**src/rtl/reg_wb_arbiter_pkg.sv**
```systemverilog
// reg_wb_pkg: shared definitions for the register-file writeback arbiter.
//   REG_ADDR_W / REG_DATA_W : default register address and data widths
//   wb_req_t                : one writeback request {addr, data}
//   wb_src_e                : writeback source, used as the round-robin pointer
//   wb_src_other()          : the source that is not the one given
package reg_wb_pkg;

  localparam int REG_ADDR_W = 5;
  localparam int REG_DATA_W = 32;

  typedef struct packed {
    logic [REG_ADDR_W-1:0] addr;
    logic [REG_DATA_W-1:0] data;
  } wb_req_t;

  typedef enum logic {
    WB_SRC_ALU = 1'b0,
    WB_SRC_LD  = 1'b1
  } wb_src_e;

  function automatic wb_src_e wb_src_other(input wb_src_e src);
    return (src == WB_SRC_ALU) ? WB_SRC_LD : WB_SRC_ALU;
  endfunction

endpackage

```
**src/rtl/reg_wb_arbiter_arb.sv**
```systemverilog
// rr_arb2: two-way round-robin arbiter with a last-grant register.
//   clk, reset          : clock, synchronous active-high reset
//   i_req_alu, i_req_ld : request lines (the valids)
//   o_gnt_alu, o_gnt_ld : one-hot grants (the readys); combinational
//   o_accept            : a grant was issued this cycle
// Grants are forced low while reset is high. The last-grant pointer resets
// to ALU so that the load path wins the first tie.
module rr_arb2
  import reg_wb_pkg::*;
(
  input  logic clk,
  input  logic reset,
  input  logic i_req_alu,
  input  logic i_req_ld,
  output logic o_gnt_alu,
  output logic o_gnt_ld,
  output logic o_accept
);

  wb_src_e r_last;
  logic    w_ld_wins;

  // On a tie the pointer names the loser: whoever was granted last waits.
  always_comb begin
    w_ld_wins = i_req_ld && (!i_req_alu || (wb_src_other(r_last) == WB_SRC_LD));
    o_gnt_ld  = !reset && w_ld_wins;
    o_gnt_alu = !reset && i_req_alu && !w_ld_wins;
  end

  assign o_accept = o_gnt_alu | o_gnt_ld;

  always_ff @(posedge clk) begin
    if (reset) begin
      r_last <= WB_SRC_ALU;
    end else if (o_accept) begin
      r_last <= o_gnt_ld ? WB_SRC_LD : WB_SRC_ALU;
    end
  end

endmodule

```
**src/rtl/reg_wb_arbiter.sv**
```systemverilog
// reg_wb_arbiter: shares the register file write port between the ALU
// writeback and the load-return paths, and tracks pending destinations.
//   clk, reset                          : clock, synchronous active-high reset
//   alu_valid/alu_ready, alu_addr/data  : ALU writeback handshake and payload
//   ld_valid/ld_ready, ld_addr/data     : load-return handshake and payload
//   claim_valid, claim_addr             : issue stage reserves a destination
//   rd_addr_a, rd_addr_b                : issue-stage source registers
//   hazard                              : a source register is pending
//   rf_write, rf_write_addr, rf_data_in : registered register-file write port
//   pending                             : per-register scoreboard, bit 0 always 0
//   sb_err                              : sticky scoreboard protocol error
//   fwd_a_hit, fwd_b_hit, fwd_data      : bypass from the write port
// Build option: define REG_WB_ARBITER_BYPASS_EN to forward the in-flight
// write to the issue stage and mask its hazard; otherwise the fwd_* outputs
// are tied 0.
module reg_wb_arbiter
  import reg_wb_pkg::*;
#(
  parameter int ADDR_W = REG_ADDR_W,
  parameter int DATA_W = REG_DATA_W
) (
  input  logic                     clk,
  input  logic                     reset,
  input  logic                     alu_valid,
  output logic                     alu_ready,
  input  logic [ADDR_W-1:0]        alu_addr,
  input  logic [DATA_W-1:0]        alu_data,
  input  logic                     ld_valid,
  output logic                     ld_ready,
  input  logic [ADDR_W-1:0]        ld_addr,
  input  logic [DATA_W-1:0]        ld_data,
  input  logic                     claim_valid,
  input  logic [ADDR_W-1:0]        claim_addr,
  input  logic [ADDR_W-1:0]        rd_addr_a,
  input  logic [ADDR_W-1:0]        rd_addr_b,
  output logic                     hazard,
  output logic                     rf_write,
  output logic [ADDR_W-1:0]        rf_write_addr,
  output logic [DATA_W-1:0]        rf_data_in,
  output logic [(1<<ADDR_W)-1:0]   pending,
  output logic                     sb_err,
  output logic                     fwd_a_hit,
  output logic                     fwd_b_hit,
  output logic [DATA_W-1:0]        fwd_data
);

  localparam int NREG = 1 << ADDR_W;

  logic              w_gnt_alu;
  logic              w_gnt_ld;
  logic              w_accept;
  logic [ADDR_W-1:0] w_sel_addr;
  logic [DATA_W-1:0] w_sel_data;

  logic              r_rf_write;
  logic [ADDR_W-1:0] r_rf_write_addr;
  logic [DATA_W-1:0] r_rf_data_in;

  logic [NREG-1:0]   r_pending;
  logic              r_sb_err;
  logic [NREG-1:0]   w_set_vec;
  logic [NREG-1:0]   w_clr_vec;
  logic [NREG-1:0]   w_pending_nxt;
  logic              w_claim_err;
  logic              w_write_err;

  logic              w_fwd_a;
  logic              w_fwd_b;

  // ---------------------------------------------------------------------------
  // Arbitration
  // ---------------------------------------------------------------------------
  rr_arb2 u_arb (
    .clk       (clk),
    .reset     (reset),
    .i_req_alu (alu_valid),
    .i_req_ld  (ld_valid),
    .o_gnt_alu (w_gnt_alu),
    .o_gnt_ld  (w_gnt_ld),
    .o_accept  (w_accept)
  );

  assign alu_ready  = w_gnt_alu;
  assign ld_ready   = w_gnt_ld;
  assign w_sel_addr = w_gnt_ld ? ld_addr : alu_addr;
  assign w_sel_data = w_gnt_ld ? ld_data : alu_data;

  // ---------------------------------------------------------------------------
  // Output register: drains every cycle, so rf_write is a one-cycle pulse.
  // Writes to register 0 are consumed without raising rf_write.
  // ---------------------------------------------------------------------------
  always_ff @(posedge clk) begin
    if (reset) begin
      r_rf_write      <= 1'b0;
      r_rf_write_addr <= '0;
      r_rf_data_in    <= '0;
    end else if (w_accept) begin
      r_rf_write      <= (w_sel_addr != '0);
      r_rf_write_addr <= w_sel_addr;
      r_rf_data_in    <= w_sel_data;
    end else begin
      r_rf_write      <= 1'b0;
    end
  end

  assign rf_write      = r_rf_write;
  assign rf_write_addr = r_rf_write_addr;
  assign rf_data_in    = r_rf_data_in;

  // ---------------------------------------------------------------------------
  // Scoreboard. The clear is applied first and the set OR'd on top, so a
  // claim and a retiring write to the same register leave it pending.
  // ---------------------------------------------------------------------------
  always_comb begin
    w_set_vec = '0;
    w_clr_vec = '0;
    if (claim_valid && (claim_addr != '0)) begin
      w_set_vec[claim_addr] = 1'b1;
    end
    if (r_rf_write) begin
      w_clr_vec[r_rf_write_addr] = 1'b1;
    end
    w_pending_nxt    = (r_pending & ~w_clr_vec) | w_set_vec;
    w_pending_nxt[0] = 1'b0;
  end

  assign w_claim_err = claim_valid && (claim_addr != '0) && r_pending[claim_addr];
  assign w_write_err = r_rf_write && (r_rf_write_addr != '0) && !r_pending[r_rf_write_addr];

  always_ff @(posedge clk) begin
    if (reset) begin
      r_pending <= '0;
      r_sb_err  <= 1'b0;
    end else begin
      r_pending <= w_pending_nxt;
      r_sb_err  <= r_sb_err | w_claim_err | w_write_err;
    end
  end

  assign pending = r_pending;
  assign sb_err  = r_sb_err;

  // ---------------------------------------------------------------------------
  // Bypass and hazard
  // ---------------------------------------------------------------------------
`ifdef REG_WB_ARBITER_BYPASS_EN
  assign w_fwd_a  = r_rf_write && (r_rf_write_addr == rd_addr_a) && (rd_addr_a != '0);
  assign w_fwd_b  = r_rf_write && (r_rf_write_addr == rd_addr_b) && (rd_addr_b != '0);
  assign fwd_data = r_rf_data_in;
`else
  assign w_fwd_a  = 1'b0;
  assign w_fwd_b  = 1'b0;
  assign fwd_data = '0;
`endif

  assign fwd_a_hit = w_fwd_a;
  assign fwd_b_hit = w_fwd_b;

  // A source being written this cycle is satisfied by the bypass, so only
  // unforwarded pending sources stall issue.
  assign hazard = (r_pending[rd_addr_a] & ~w_fwd_a) |
                  (r_pending[rd_addr_b] & ~w_fwd_b);

endmodule

```
**config.mk**
```make
export PLATFORM = sky130hd
export DESIGN_NAME = reg_wb_arbiter
export DESIGN_NICKNAME = d
export VERILOG_FILES = /design/src/rtl/reg_wb_arbiter_pkg.sv /design/src/rtl/reg_wb_arbiter_arb.sv /design/src/rtl/reg_wb_arbiter.sv
export SDC_FILE = /design/constraint.sdc
export NUM_CORES = 1
export LEC_CHECK = 0
export CAP_MARGIN = 15
export CORE_MARGIN = 2
export CORE_UTILIZATION = 41
export DETAILED_ROUTE_END_ITERATION = 10
export GPL_ROUTABILITY_DRIVEN = 0
export PLACE_DENSITY = 0.81
export SYNTH_ARGS = -nofsm -noshare
export SYNTH_HDL_FRONTEND = slang
export SYNTH_SLANG_ARGS = --single-unit
export TNS_END_PERCENT = 100
```
**constraint.sdc**
```tcl
create_clock -name clk -period 3.1 [get_ports clk]
set_clock_uncertainty 0.05 [all_clocks]
set_input_delay 0.62 -clock clk [delete_from_list [all_inputs] [get_ports clk]]
set_output_delay 0.62 -clock clk [all_outputs]
set_load 0.1 [all_outputs]
```
==> load_flow_metrics.sql, run 1 <==
INSERT INTO impl_metrics (metric_group, metric, value, unit) VALUES
('run_status', 'run_status', 'completed', ''),
('critical_path', 'crit_path_end_kind', 'primary output', ''),
('route', 'route.final.wire_length', '14300', 'um'),
('route', 'viasPerCell', '5.67', ''),
('critical_path', 'cp_slowest_cell', 'mux4_2', ''),
('timing', 'timing_max_transition_violations_final', '0', ''),
('cells_and_area', 'n_antenna_cell', '0', ''),
('grt', 'initial_antenna_violation_count', '0', ''),
('timing', 'finalCritPeriodShare', '95.9', '%'),
('pwr', 'p_sw', '1170', 'uW'),
('pwr', 'part_of_the_total_power_dissipated_in_combinational_logic', '36.2', '%'),
('floorplanning', 'chipWidth', '105', 'um'),
('critical_path', 'timing.critical_path.from_type', 'input pin', ''),
('timing', 'final-setup-viol-count', '0', ''),
('flow_run', 'maxCapViolCount', '0', ''),
('clocking', 'clock_root_buffer', 'clkbuf_8', ''),
('grt', 'globalRouteTotalUtil', '25.4', '%'),
('clocking', 'cts-buffers-inserted', '9', ''),
('route', 'drc', '0', ''),
('logic_synthesis', 'synth_area_leaders', 'dfxtp_1 (34%), mux4_2 (12%), nand2_1 (7.6%), buf_4 (6.2%), a21oi_1 (5.1%)', ''),
('cells_and_area', 'final_design_instance_area_without_fill', '6020', 'um^2'),
('pwr', 'power_report.internal_total', '1690', 'uW'),
('clocking', 'tritoncts_sink_count', '71', ''),
('logic_synthesis', 'yosysUniqueCellTypes', '37', ''),
('pwr', 'power.static_leakage', '0.00235', 'uW'),
('clocking', 'clock_insertion_delay_worst_skew', '0.34', 'ns'),
('placed_design', 'port_buffers', '166', ''),
('critical_path', 'crit_type', 'input pin to primary output', ''),
('route', 'drtAntennaViolNets', '0', ''),
('critical_path', 'max_fanout_on_critical_path', '4', ''),
('logic_synthesis', 'ys_warn_count', '0', ''),
('route', 'number_of_drc_markers_in_iteration_0', '282', ''),
('floorplanning', 'placeableCoreArea', '9860', 'um^2'),
('cells_and_area', 'final_layout_size_suffix_gt1_share', '24.2', '%'),
('timing', 'worst_slew_pin_slew', '0.912', 'ns'),
('critical_path', 'critical_path.max_stage_delay', '0.49', 'ns'),
('cells_and_area', 'area_growth_syn_to_layout', '42.9', '%'),
('pwr', 'power_switching_share', '41.0', '%'),
('logic_synthesis', 'ys_ff_latch', '71', ''),
('logic_synthesis', 'yosys.area.top_type', 'dfxtp_1', ''),
('cells_and_area', 'utilization', '61.0', '%'),
('grt', 'grt_first_pass_wirelength', '22500', 'um'),
('critical_path', 'timing.critical_path.cells', 'buf_6, buf_6, mux4_2, mux4_2, mux2i_1, o211ai_1, clkbuf_16', ''),
('cells_and_area', 'number_of_nets_in_the_layout', '763', ''),
('pwr', 'sequentialPowerShare', '35.8', '%'),
('pwr', 'power_density', '475', 'nW/um^2'),
('timing', 'final-hold-violation-count', '0', ''),
('pwr', 'post-layout-total-power', '2860', 'uW'),
('pwr', 'ir_worst_vdd', '281', 'uV'),
('critical_path', 'worstPathRequired', '2.43', 'ns'),
('floorplanning', 'die_area', '11100', 'um^2'),
('worst_hold_path', 'worst_hold_path_type', 'flop to flop', ''),
('clocking', 'tritoncts', 'done', ''),
('grt', 'globalRoute.totalOverflow', '0', ''),
('timing', 'min_period', '2.97', 'ns'),
('critical_path', 'critPathArrivalTime', '2.30', 'ns'),
('route', 'drt_first_pass_iters', '5', ''),
('floorplanning', 'starting_density_of_the_core', '42.7', '%'),
('floorplanning', 'die_height', '105', 'um'),
('logic_synthesis', 'synth.cell_area', '4210', 'um^2'),
('clocking', 'clock_path_buffers', '2', ''),
('route', 'detailroute.via_count', '4569', ''),
('clocking', 'clk_pin_slew_worst_paths', '0.07', 'ns'),
('pwr', 'pwr-share-clk', '28.0', '%'),
('floorplanning', 'floorplan.io_pins', '202', ''),
('logic_synthesis', 'seq_area_frac_synth', '33.8', '%'),
('grt', 'grt_pass1_vias', '4493', ''),
('route', 'drt-wirelength-per-cell', '17.7', 'um'),
('placed_design', 'postPlaceCellArea', '5800', 'um^2'),
('logic_synthesis', 'synth.avg_cell_area', '8.32', 'um^2'),
('floorplanning', 'rows', '36', ''),
('grt', 'grt_max_degree', '73', ''),
('logic_synthesis', 'synth_largest_type_area_fraction', '33.8', '%'),
('logic_synthesis', 'synth_cells', '506', ''),
('clocking', 'max_h_tree_level', '3', ''),
('timing', 'slew_headroom', '39.1', '%'),
('timing', 'achievable-frequency', '336', 'MHz'),
('placed_design', 'detailedPlacementHpwl', '10600', 'um'),
('timing', 'rsz0062_at_grt', 'no', '');
==> metrics by stage <==
step	TNS [ns]	setup WS [ns]	instances	hold WS, ns
detailed placement	-0.306	-0.306	791	0.421
CTS	0	0.0149	806	0.437
finish	0	0.126	806	0.434
global placement	-0.295	-0.295	791	0.415
global route	0	0.0285	806	0.458
floorplan	-0.385	-0.385	540	0.408
==> path summary, 6_finish.rpt <==
| check | from | to | slack, ns | cells after the start |
|---|---|---|---|---|
| max | rd_addr_a[0] | hazard | 0.13 | 7 |
| min | rf_data_in[10]$_SDFFE_PP0N_ | rf_data_in[10]$_SDFFE_PP0N_ | 0.43 | 2 |
| max reg2reg | rf_write_addr[1]$_SDFFE_PP0N_ | sb_err$_SDFF_PP0_ | 0.92 | 6 |
| min reg2reg | rf_data_in[10]$_SDFFE_PP0N_ | rf_data_in[10]$_SDFFE_PP0N_ | 0.43 | 2 |
==> area by class of cell <==
class,count,area (um^2)
inverter,6,22.5
clock buffer,9,124
fill,863,3850
multi-input combinational,392,2490
tap,133,166
timing repair buffer,189,1690
sequential,71,1440
clock inverter,6,86.3
==> metal layers <==
layer / track usage [%] / routed length (um) / vias to the layer above
met2: 44.0 / 7120 / 301
met4: 8.48 / 243 / 0
met1: 29.5 / 5280 / 2142
met5: 0 / 0 / -
li1: - / - / 2098
met3: 8.04 / 1650 / 28
==> cells in the mapped netlist <==
| library cell | n |
|---|---|
| nand4b_1 | 1 |
| a32oi_1 | 1 |
| o22a_1 | 1 |
| nand2_1 | 85 |
| buf_1 | 5 |
| a22oi_1 | 4 |
| inv_1 | 5 |
| nand3_1 | 4 |
| buf_4 | 35 |
| conb_1 | 1 |
| buf_2 | 5 |
| mux2i_1 | 11 |
| nor3b_1 | 9 |
| and3b_1 | 2 |
| or3b_2 | 1 |
| nand2b_1 | 5 |
| o21ai_0 | 40 |
| and3_1 | 3 |
| nand3b_1 | 7 |
| o211ai_1 | 2 |
| a21oi_1 | 43 |
| nor2_1 | 42 |
| mux4_2 | 23 |
| mux2_2 | 10 |
| clkbuf_1 | 26 |
| nor4_1 | 1 |
| or3_1 | 3 |
| nor3_1 | 15 |
| clkinv_1 | 1 |
| or4_1 | 2 |
| nand4_1 | 2 |
| o22ai_1 | 13 |
| nor2b_1 | 1 |
| a311oi_1 | 22 |
| a31oi_1 | 2 |
| dfxtp_1 | 71 |
| o221ai_1 | 2 |
==> critical path, delay by kind of cell <==
kind	cells	cell delay, ns
buf+inv	3	0.42
compound gates	1	0.14
mux	3	1.12
==> power by group through the flow <==
stage | clock [uW] | combinational (uW) | sequential, uW
2_1_floorplan | 0 | 442 | 1380
5_1_grt | 859 | 1080 | 1030
3_5_place_dp | 0 | 1030 | 1040
6_report | 800 | 1040 | 1020
3_3_place_gp | 0 | 1020 | 1040
4_1_cts | 824 | 1030 | 1020
==> cell families (layout without fill, tap and decap cells) <==
group,after synthesis,in the layout,share of synthesized area [%]
other cells,1,35,0.0891
mux,44,44,17.6
flops,71,71,33.8
buf+inv,77,210,10.1
simple gates,183,183,19.9
compound gates,130,130,18.6
==> flip-flops by register name, indices dropped and copies added (netlist names) <==
register       count
pending           31
rf_data_in        32
rf_write           1
rf_write_addr      5
sb_err             1
u_arb.r_last       1
==> cell usage in the layout (no fill, tap or decap), drive strengths merged, types with 3 or more instances in the layout <==
| cell type | count |
|---|---|
| clkinv | 4 |
| mux2 | 10 |
| dfxtp | 71 |
| or3 | 3 |
| dlygate4sd2 | 4 |
| and3 | 3 |
| clkdlybuf4s50 | 86 |
| a311oi | 22 |
| nand3b | 7 |
| mux4 | 23 |
| nand2 | 85 |
| a22oi | 4 |
| nand3 | 4 |
| inv | 5 |
| nand2b | 5 |
| conb | 35 |
| nor3b | 9 |
| mux2i | 11 |
| clkbuf | 11 |
| a21oi | 43 |
| o21ai | 40 |
| nor2 | 42 |
| buf | 97 |
| nor3 | 15 |
| o22ai | 13 |
==> repair_timing <==
| item | CTS | global route |
|---|---|---|
| hold buffers | 0 | 0 |
| gates resized for setup | 12 | 3 |
| setup buffers | 0 | 0 |
| pin swaps | 1 | 1 |
| endpoints found under the setup margin | 1 | 1 |
Note: power is estimated with default switching activity, not from simulation.
==> run 2: changes to the inputs <==
--- a/config.mk
+++ b/config.mk
@@ -6,11 +6,13 @@
 export NUM_CORES = 1
 export LEC_CHECK = 0
 export CAP_MARGIN = 15
+export CELL_PAD_IN_SITES_DETAIL_PLACEMENT = 0
+export CELL_PAD_IN_SITES_GLOBAL_PLACEMENT = 1
 export CORE_MARGIN = 2
-export CORE_UTILIZATION = 41
+export CORE_UTILIZATION = 29
 export DETAILED_ROUTE_END_ITERATION = 10
 export GPL_ROUTABILITY_DRIVEN = 0
-export PLACE_DENSITY = 0.81
+export PLACE_DENSITY_LB_ADDON = 0.1
 export SYNTH_ARGS = -nofsm -noshare
 export SYNTH_HDL_FRONTEND = slang
 export SYNTH_SLANG_ARGS = --single-unit
==> run 2 against run 1 <==
Critical path depth unchanged. Cell area grew 3.1%. Combinational power about the same. Critical path type unchanged. Global-route usage fell by 5.9 points. Highest routed layer unchanged. Sequential power is essentially flat. Total power up 9.3%. Clock power up 32%. Flip-flop and latch count unchanged. Routed wire length increased by 7.4%. Worst setup slack worse by 0.040 ns. Largest power group is now the clock network.
==> load_flow_metrics.sql, run 2 (same netlist as run 1, synthesis figures left out) <==
INSERT INTO impl_metrics (metric_group, metric, value, unit) VALUES
('route', 'number_of_drc_markers_in_iteration_0', '419', ''),
('route', 'route.final.wire_length', '15300', 'um'),
('cells_and_area', 'area_growth_syn_to_layout', '47.4', '%'),
('clocking', 'clock_root_buffer', 'clkbuf_16', ''),
('floorplanning', 'chipWidth', '124', 'um'),
('grt', 'grt_first_pass_wirelength', '24000', 'um'),
('timing', 'holdWs', '0.431', 'ns'),
('pwr', 'ir_worst_vdd', '234', 'uV'),
('critical_path', 'timing.critical_path.from_type', 'input pin', ''),
('timing', 'final-hold-violation-count', '0', ''),
('timing', 'achievable-frequency', '332', 'MHz'),
('floorplanning', 'floorplan.io_pins', '202', ''),
('critical_path', 'worstPathRequired', '2.43', 'ns'),
('critical_path', 'crit_type', 'input pin to primary output', ''),
('timing', 'worst_slew_pin_slew', '0.901', 'ns'),
('placed_design', 'detailedPlacementHpwl', '11300', 'um'),
('route', 'drt-wirelength-per-cell', '17.9', 'um'),
('cells_and_area', 'multi_input_comb_area', '2490', 'um^2'),
('cells_and_area', 'mostFrequentLayoutCell', 'buf_4', ''),
('cells_and_area', 'final_cell_mix', 'buf_4 (92), clkdlybuf4s50_1 (86), nand2_1 (85)', ''),
('pwr', 'post-layout-total-power', '3120', 'uW'),
('floorplanning', 'rows', '44', ''),
('cells_and_area', 'number_of_nets_in_the_layout', '764', ''),
('route', 'drc', '0', ''),
('grt', 'grt_pass1_vias', '4383', ''),
('clocking', 'cts-buffers-inserted', '9', ''),
('clocking', 'clock_insertion_delay_worst_skew', '0.34', 'ns'),
('floorplanning', 'placeableCoreArea', '14400', 'um^2'),
('critical_path', 'crit_path_start', 'rd_addr_b[0]', ''),
('run_status', 'run_status', 'completed', ''),
('floorplanning', 'die_height', '124', 'um'),
('cells_and_area', 'max_reg_flops', '32', ''),
('clocking', 'cts_hold_repair.buffers', '0', ''),
('critical_path', 'r2r_slack', '0.97', 'ns'),
('grt', 'grt_max_degree', '57', ''),
('timing', 'min_period', '3.01', 'ns'),
('pwr', 'power_density', '503', 'nW/um^2'),
('timing', 'final-setup-viol-count', '0', ''),
('clocking', 'clock_path_buffers', '2', ''),
('route', 'drtAntennaViolNets', '0', ''),
('cells_and_area', 'final_layout_size_suffix_gt1_share', '24.0', '%'),
('clocking', 'clk_pin_slew_worst_paths', '0.06', 'ns'),
('pwr', 'power.static_leakage', '0.00240', 'uW'),
('critical_path', 'critical_path.reg2reg.endpoint', 'pending[26]$_SDFF_PP0_', ''),
('flow_run', 'maxCapViolCount', '0', ''),
('cells_and_area', 'nFillCells', '1475', ''),
('clocking', 'tritoncts', 'done', ''),
('critical_path', 'max_fanout_on_critical_path', '5', ''),
('floorplanning', 'die_area', '15500', 'um^2'),
('route', 'viasPerCell', '5.15', ''),
('placed_design', 'port_buffers', '166', ''),
('critical_path', 'crit_path_end_kind', 'primary output', ''),
('route', 'drt_first_pass_iters', '5', ''),
('critical_path', 'critPathArrivalTime', '2.34', 'ns'),
('worst_hold_path', 'worst_hold_path_type', 'flop to flop', ''),
('cells_and_area', 'n_antenna_cell', '0', ''),
('cells_and_area', 'register_area', '1440', 'um^2'),
('grt', 'globalRoute.totalOverflow', '0', ''),
('clocking', 'max_h_tree_level', '3', ''),
('timing', 'finalCritPeriodShare', '97.2', '%'),
('grt', 'initial_antenna_violation_count', '0', ''),
('floorplanning', 'starting_density_of_the_core', '29.3', '%'),
('timing', 'slew_headroom', '39.8', '%'),
('critical_path', 'r2r-start', 'rf_write_addr[1]$_SDFFE_PP0N_', ''),
('clocking', 'tritoncts_sink_count', '71', ''),
('critical_path', 'worstSetupEndpoint', 'hazard', ''),
('route', 'detailroute.via_count', '4416', ''),
('grt', 'globalRouteTotalUtil', '19.5', '%'),
('timing', 'timing_max_transition_violations_final', '0', ''),
('critical_path', 'r2r_cells', '3', '');
run 2: stage by stage:
| stage | utilization (%) | std cells | instance area, um^2 | worst slack, ns | TNS, ns |
|---|---|---|---|---|---|
| 6_report | 43.2 | 858 | 6210 | 0.0865 | 0 |
| 5_1_grt | 43.2 | 858 | 6210 | -0.00283 | -0.00283 |
| 4_1_cts | 43.2 | 858 | 6210 | 0.0146 | 0 |
| 3_5_place_dp | 40.9 | 842 | 5880 | -0.297 | -0.297 |
| 3_3_place_gp | 40.9 | 842 | 5880 | -0.314 | -0.314 |
| 2_1_floorplan | - | 540 | 4380 | -0.385 | -0.385 |
run 2: area by class of cell:
type / instances / share of cell area (%)
clock buffers: 12 / 4.13
clock inverters: 3 / 0.685
inverters: 6 / 0.363
multi-input cells: 392 / 40.1
flip-flops and latches: 71 / 23.2
well taps: 184 / 3.71
repair buffers: 190 / 27.8
run 2: power by group:
group / switching [uW] / internal [uW]
clock network: 397 / 661
registers: 57.2 / 966
logic: 762 / 279
run 2: what timing repair did:
action	4_1_cts	5_1_grt
cloned	1	0
buffers inserted	0	0
pin swaps	2	1
setup endpoints to repair	1	1
resized for setup	11	2
run 2: per-layer routing:
layer,GRT usage [%],share of wire (%),vias up
met5,0,0,-
met4,6.61,2.3,0
met3,6.74,8.8,18
met2,30.7,46,189
met1,25.0,43,2109
li1,-,-,2100
run 2: critical path, stage by stage:
cell           delay [ns]
dlygate4sd2_1        0.21
buf_6                0.13
mux4_2               0.48
mux4_2               0.48
nand2_1              0.07
o211ai_1             0.12
clkbuf_16            0.22
run 2: worst min-delay path by stage:
stage	from	endpoint	slack, ns	depth (start not counted)
global route	rf_data_in[12]$_SDFFE_PP0N_	rf_data_in[12]$_SDFFE_PP0N_	0.46	2
floorplan	u_arb.r_last$_SDFFE_PP0N_	u_arb.r_last$_SDFFE_PP0N_	0.41	2
CTS	rf_data_in[6]$_SDFFE_PP0N_	rf_data_in[6]$_SDFFE_PP0N_	0.43	2
detailed placement	rf_data_in[6]$_SDFFE_PP0N_	rf_data_in[6]$_SDFFE_PP0N_	0.42	2
global placement	u_arb.r_last$_SDFFE_PP0N_	u_arb.r_last$_SDFFE_PP0N_	0.41	2
finish	rf_data_in[6]$_SDFFE_PP0N_	rf_data_in[6]$_SDFFE_PP0N_	0.43	2
